[src/rtl/seq_scan_ctrl.sv]
// Byte-stream sequence detector: accepts bytes over valid/ready, serialises them into a
// programmable pattern matcher, counts matches and flags a threshold. Option: SEQ_LSB_FIRST_EN.
module seq_scan_ctrl #(
    parameter int DATA_W  = 8,
    parameter int PAT_MAX = 8,
    parameter int CNT_W   = 8
) (
    input  logic                         clk,
    input  logic                         reset,
    input  logic                         clr,
    input  logic                         cfg_we,
    input  logic [PAT_MAX-1:0]           cfg_pattern,
    input  logic [$clog2(PAT_MAX+1)-1:0] cfg_len,
    input  logic                         cfg_overlap,
    input  logic [CNT_W-1:0]             cfg_thresh,
    input  logic                         in_valid,
    input  logic [DATA_W-1:0]            in_data,
    output logic                         in_ready,
    output logic                         busy,
    output logic                         det_pulse,
    output logic [CNT_W-1:0]             det_count,
    output logic                         thresh_hit
);
    localparam int LEN_W = $clog2(PAT_MAX + 1);
    localparam int IDX_W = (DATA_W > 1) ? $clog2(DATA_W) : 1;

    typedef enum logic [0:0] {IDLE = 1'b0, SHIFT = 1'b1} state_t;

    state_t             state_r, state_s;
    logic [DATA_W-1:0]  byte_r;
    logic [IDX_W-1:0]   bit_idx_r;
    logic [IDX_W-1:0]   msb_idx_s;
    logic [PAT_MAX-1:0] hist_r, cat_s, mask_s;
    logic [LEN_W-1:0]   vcnt_r;
    logic [PAT_MAX-1:0] cfg_pat_r;
    logic [LEN_W-1:0]   cfg_len_r;
    logic               cfg_ovl_r;
    logic [CNT_W-1:0]   cfg_thr_r;
    logic               in_ready_r, busy_r, det_pulse_r, thresh_hit_r;
    logic [CNT_W-1:0]   det_count_r, cnt_next_s;
    logic               accept_s, shift_s, last_s, cfg_load_s;
    logic               new_bit_s, len_ok_s, pat_ok_s, match_s;

    assign accept_s   = (state_r == IDLE) && in_valid && !clr;
    assign shift_s    = (state_r == SHIFT) && !clr;
    assign last_s     = (bit_idx_r == IDX_W'(DATA_W - 1));
    assign cfg_load_s = cfg_we && (state_r == IDLE);
    assign msb_idx_s  = IDX_W'(DATA_W - 1) - bit_idx_r;

    // Next-state logic: clr aborts any byte in flight and blocks acceptance.
    always_comb begin
        state_s = state_r;
        case (state_r)
            IDLE: begin
                if (clr)           state_s = IDLE;
                else if (in_valid) state_s = SHIFT;
                else               state_s = IDLE;
            end
            SHIFT: begin
                if (clr || last_s) state_s = IDLE;
                else               state_s = SHIFT;
            end
            default: state_s = IDLE;
        endcase
    end

    // State register and registered handshake/status outputs.
    always_ff @(posedge clk or posedge reset) begin
        if (reset) begin
            state_r    <= IDLE;
            in_ready_r <= 1'b1;
            busy_r     <= 1'b0;
        end else begin
            state_r    <= state_s;
            in_ready_r <= (state_s == IDLE);
            busy_r     <= (state_s == SHIFT);
        end
    end

    // Byte holding register and serialisation index.
    always_ff @(posedge clk or posedge reset) begin
        if (reset) begin
            byte_r    <= '0;
            bit_idx_r <= '0;
        end else if (accept_s) begin
            byte_r    <= in_data;
            bit_idx_r <= '0;
        end else if (shift_s) begin
            bit_idx_r <= bit_idx_r + IDX_W'(1);
        end
    end

    // Bit selection and pattern comparison over the low cfg_len bits of {history, new bit}.
    always_comb begin
`ifdef SEQ_LSB_FIRST_EN
        new_bit_s = byte_r[bit_idx_r];
`else
        new_bit_s = byte_r[msb_idx_s];
`endif
        cat_s  = {hist_r[PAT_MAX-2:0], new_bit_s};
        mask_s = '0;
        for (int i = 0; i < PAT_MAX; i++) begin
            mask_s[i] = (cfg_len_r > LEN_W'(i));
        end
        len_ok_s   = (cfg_len_r != '0) &&
                     (({1'b0, vcnt_r} + (LEN_W + 1)'(1)) >= {1'b0, cfg_len_r});
        pat_ok_s   = (((cat_s ^ cfg_pat_r) & mask_s) == '0);
        match_s    = shift_s && len_ok_s && pat_ok_s;
        cnt_next_s = (det_count_r == '1) ? det_count_r : det_count_r + CNT_W'(1);
    end

    // Configuration registers; length is clamped to PAT_MAX on load.
    always_ff @(posedge clk or posedge reset) begin
        if (reset) begin
            cfg_pat_r <= {{(PAT_MAX - 3){1'b0}}, 3'b101};
            cfg_len_r <= LEN_W'(3);
            cfg_ovl_r <= 1'b1;
            cfg_thr_r <= '0;
        end else if (cfg_load_s) begin
            cfg_pat_r <= cfg_pattern;
            cfg_len_r <= (cfg_len > LEN_W'(PAT_MAX)) ? LEN_W'(PAT_MAX) : cfg_len;
            cfg_ovl_r <= cfg_overlap;
            cfg_thr_r <= cfg_thresh;
        end
    end

    // Match history and valid-bit count; non-overlap mode restarts the count on a match.
    always_ff @(posedge clk or posedge reset) begin
        if (reset) begin
            hist_r <= '0;
            vcnt_r <= '0;
        end else if (clr || cfg_load_s) begin
            hist_r <= '0;
            vcnt_r <= '0;
        end else if (shift_s) begin
            hist_r <= cat_s;
            if (match_s && !cfg_ovl_r)            vcnt_r <= '0;
            else if (vcnt_r != LEN_W'(PAT_MAX))   vcnt_r <= vcnt_r + LEN_W'(1);
        end
    end

    // Detection pulse, saturating counter and sticky threshold flag.
    always_ff @(posedge clk or posedge reset) begin
        if (reset) begin
            det_pulse_r  <= 1'b0;
            det_count_r  <= '0;
            thresh_hit_r <= 1'b0;
        end else if (clr) begin
            det_pulse_r  <= 1'b0;
            det_count_r  <= '0;
            thresh_hit_r <= 1'b0;
        end else begin
            det_pulse_r <= match_s;
            if (match_s) begin
                det_count_r <= cnt_next_s;
                if ((cfg_thr_r != '0) && (cnt_next_s >= cfg_thr_r)) thresh_hit_r <= 1'b1;
            end
        end
    end

    assign in_ready   = in_ready_r;
    assign busy       = busy_r;
    assign det_pulse  = det_pulse_r;
    assign det_count  = det_count_r;
    assign thresh_hit = thresh_hit_r;
endmodule

[config.mk]
export PLATFORM = sky130hd
export DESIGN_NAME = seq_scan_ctrl
export DESIGN_NICKNAME = d
export VERILOG_FILES = /design/src/rtl/seq_scan_ctrl.sv
export SDC_FILE = /design/constraint.sdc
export NUM_CORES = 1
export LEC_CHECK = 0
export CORE_MARGIN = 1.5
export CORE_UTILIZATION = 30
export CTS_CLUSTER_DIAMETER = 60
export DETAILED_ROUTE_END_ITERATION = 8
export PLACE_DENSITY = 0.48
export REMOVE_ABC_BUFFERS = 1
export SLEW_MARGIN = 20
export SYNTH_ARGS = -nofsm -noshare
export SYNTH_HDL_FRONTEND = slang
export SYNTH_SLANG_ARGS = --single-unit
[constraint.sdc]
create_clock -name clk -period 3.5 [get_ports clk]
set_input_delay 0.525 -clock clk [delete_from_list [all_inputs] [get_ports clk]]
set_output_delay 0.525 -clock clk [all_outputs]
set_load 0.01 [all_outputs]
==> reports/qor.yml <==
die_area_um2: 10680
met1_usage: 0.1745
clockBufferDepth: 2
cp.arrival_ns: 3.00
ir_worst_vdd_mv: 0.1843
drtPass1Iterations: 4
drtIter0Drc: 93
grt_use_total: 0.1330
netlist_area_um2: 3019
clock_skew_ns: 0.004467
routedWlPerCell_um: 14.01
yosys.area.top_type_share: 0.4061
crit_type: "flip-flop to flip-flop"
critPathMaxFanout: 6
setup_viol: 0
die_y_um: 103.3
final_antenna_net_count: 0
final_min_period_over_clock_period: 0.7976
wl_mm: 6.444
finalPower_mw: 1.399
ys_types: 52
timing.hold.ws_ns: 0.5091
synthArstFlopShare: 1.000
layout-drive-gt1-share: 0.1590
fmax_mhz: 358.2
grt_overflow: 0
start_util: 0.3089
cts_resized: 0
cts_setup_buffers: 0
via_per_inst: 4.720
cts_hold_buf: 0
cts_tree: "done"
synth_area_leaders: "dfrtp_1, ha_1, mux2_2, dfstp_2, mux2_4"
dp_hpwl_mm: 4.895
grt_pass1_wl_mm: 10.88
cp_data_required_time_ns: 3.71
synth_common_cells: "dfrtp_1, nand2_1, ha_1, inv_1, o21ai_0"
end_kind: "flip-flop"
gr-usage-met2: 0.2242
synthMostInstantiatedCell: "dfrtp_1"
fin_crit_ns: 2.792
maxSlewViolCount: 0
synth_edf_count: 0
fillers: 1000
area_growth_pct: 23.41
syn_inst: 279
clk_pin_slew_ns: 0.10
ys_ff_latch: 55
antenna_found_initial: 0
placementRows: 36
yosysWarnings: 0
synth-main-ff-cell: "dfrtp_1"
drc: 0
post-route-util: 0.3812
top_usage_layer: "met2"
ys_seq_area_frac: 0.4584
via_count: 2171
status: "completed"
gp_congestion: 0.7840
grt_max_degree: 32
io_pins: 46
dp_slack_ns: 0.7387
dieWidth_um: 103.3
setup-tns-final_ns: 0
drv_cap: 0
hold_viol: 0
startpoint_type: "flip-flop"
hold_class: "flip-flop to flip-flop"
p_per_area_nw_per_um2: 375.3
grt_setup_unrepaired: "no"
max_slew_margin: 0.5381
avgSynthCellArea_um2: 10.82
met3_usage: 0.02554
synth_top_area_cell: "dfrtp_1"
fin_ws_ns: 0.7083
io_buffers: 45
grt_pass1_vias: 2172
leakagePower_nw: 1.597
tightest_slew_ns: 0.6918
clk_latency_ns: 0.31
diodes: 0
root_buffer: "clkbuf_8"
clock-sinks: 55
htreeDepth: 2
nNetsFinal: 377
design.core.area_um2: 9774
cts_buffers: 5
-- worst paths after layout --
kind	startpoint	to	slack [ns]	cells after the start
max reg2reg	det_count[0]	thresh_hit	0.71	10
max	det_count[0]	thresh_hit	0.71	10
min reg2reg	byte_r[6]	byte_r[6]	0.51	1
max in group asynchronous	reset	cfg_pat_r[2]	2.15	3
min in group asynchronous	reset	cfg_len_r[3]	0.63	2
min	byte_r[6]	byte_r[6]	0.51	1
-- per-layer routing --
metal / wire, um / vias to the layer above
met4: 71 / 0
met5: 0 / -
met2: 3102 / 41
met1: 3063 / 1044
met3: 206 / 7
li1: - / 1079
-- state kept, by name, indices dropped and copies added, names as in the netlist, 3 cells and up --
register,cells
byte_r,8
cfg_pat_r,8
cfg_thr_r,8
det_count,8
hist_r,7
cfg_len_r,4
vcnt_r,4
bit_idx_r,3
-- critical path, stage by stage, from the launching register on --
cell and delay [ns]:
dfrtp_1 0.46, ha_1 0.27, nand4_1 0.24, nand2b_1 0.17, or2_2 0.31, xnor2_1 0.20
ha_1 0.28, a2111o_1 0.38, a21oi_1 0.12, a2111oi_0 0.08, a22o_1 0.21
-- kinds of logic (layout without fill, tap and decap cells) --
kind of cell | count (synthesis) | in the layout | share of synthesized area
AND/OR/NAND/NOR | 79 | 79 | 0.1479
multiplexers | 30 | 30 | 0.1326
flip-flops | 55 | 55 | 0.4584
buffers and inverters | 28 | 76 | 0.03481
adder cells (fa/ha/maj) | 17 | 17 | 0.07045
XOR/XNOR | 14 | 14 | 0.04310
AO/OA/AOI/OAI | 56 | 56 | 0.1127
-- through the flow --
stage / instance area (um2) / std cells
6_report: 3726 / 460
5_1_grt: 3726 / 460
4_1_cts: 3726 / 460
3_5_place_dp: 3638 / 452
3_3_place_gp: 3638 / 452
2_1_floorplan: 2982 / 269
-- power breakdown --
group,leakage [nW],switching (mW),internal [mW]
sequential,0.694,0.0509,0.703
combinational,0.854,0.137,0.146
clock,0.0483,0.220,0.142
-- area by class of cell --
cell class / count / area (um2) / area share
sequential: 55 / 1384 / 0.3714
multi-input combinational: 196 / 1533 / 0.4114
tap: 133 / 166.4 / 0.04466
timing repair buffer: 50 / 488.0 / 0.1310
clock inverter: 3 / 18.77 / 0.005037
inverter: 18 / 67.56 / 0.01813
clock buffer: 5 / 68.82 / 0.01847
-- layout by cell type (no fill, tap or decap), drive strengths merged, types with 3 or more instances in the layout --
cell type	instances
nand3b	3
ha	17
clkdlybuf4s50	45
clkbuf	5
buf	5
o21ai	24
xor2	6
mux2	26
nor3	3
dfrtp	49
a21oi	11
nor2b	10
nand3	7
nor2	15
nor3b	7
nand2b	4
inv	19
xnor2	8
dfstp	6
nand2	19
nand4	3
a22o	3
nor4	4
Note: power is estimated with default switching activity, not from simulation.
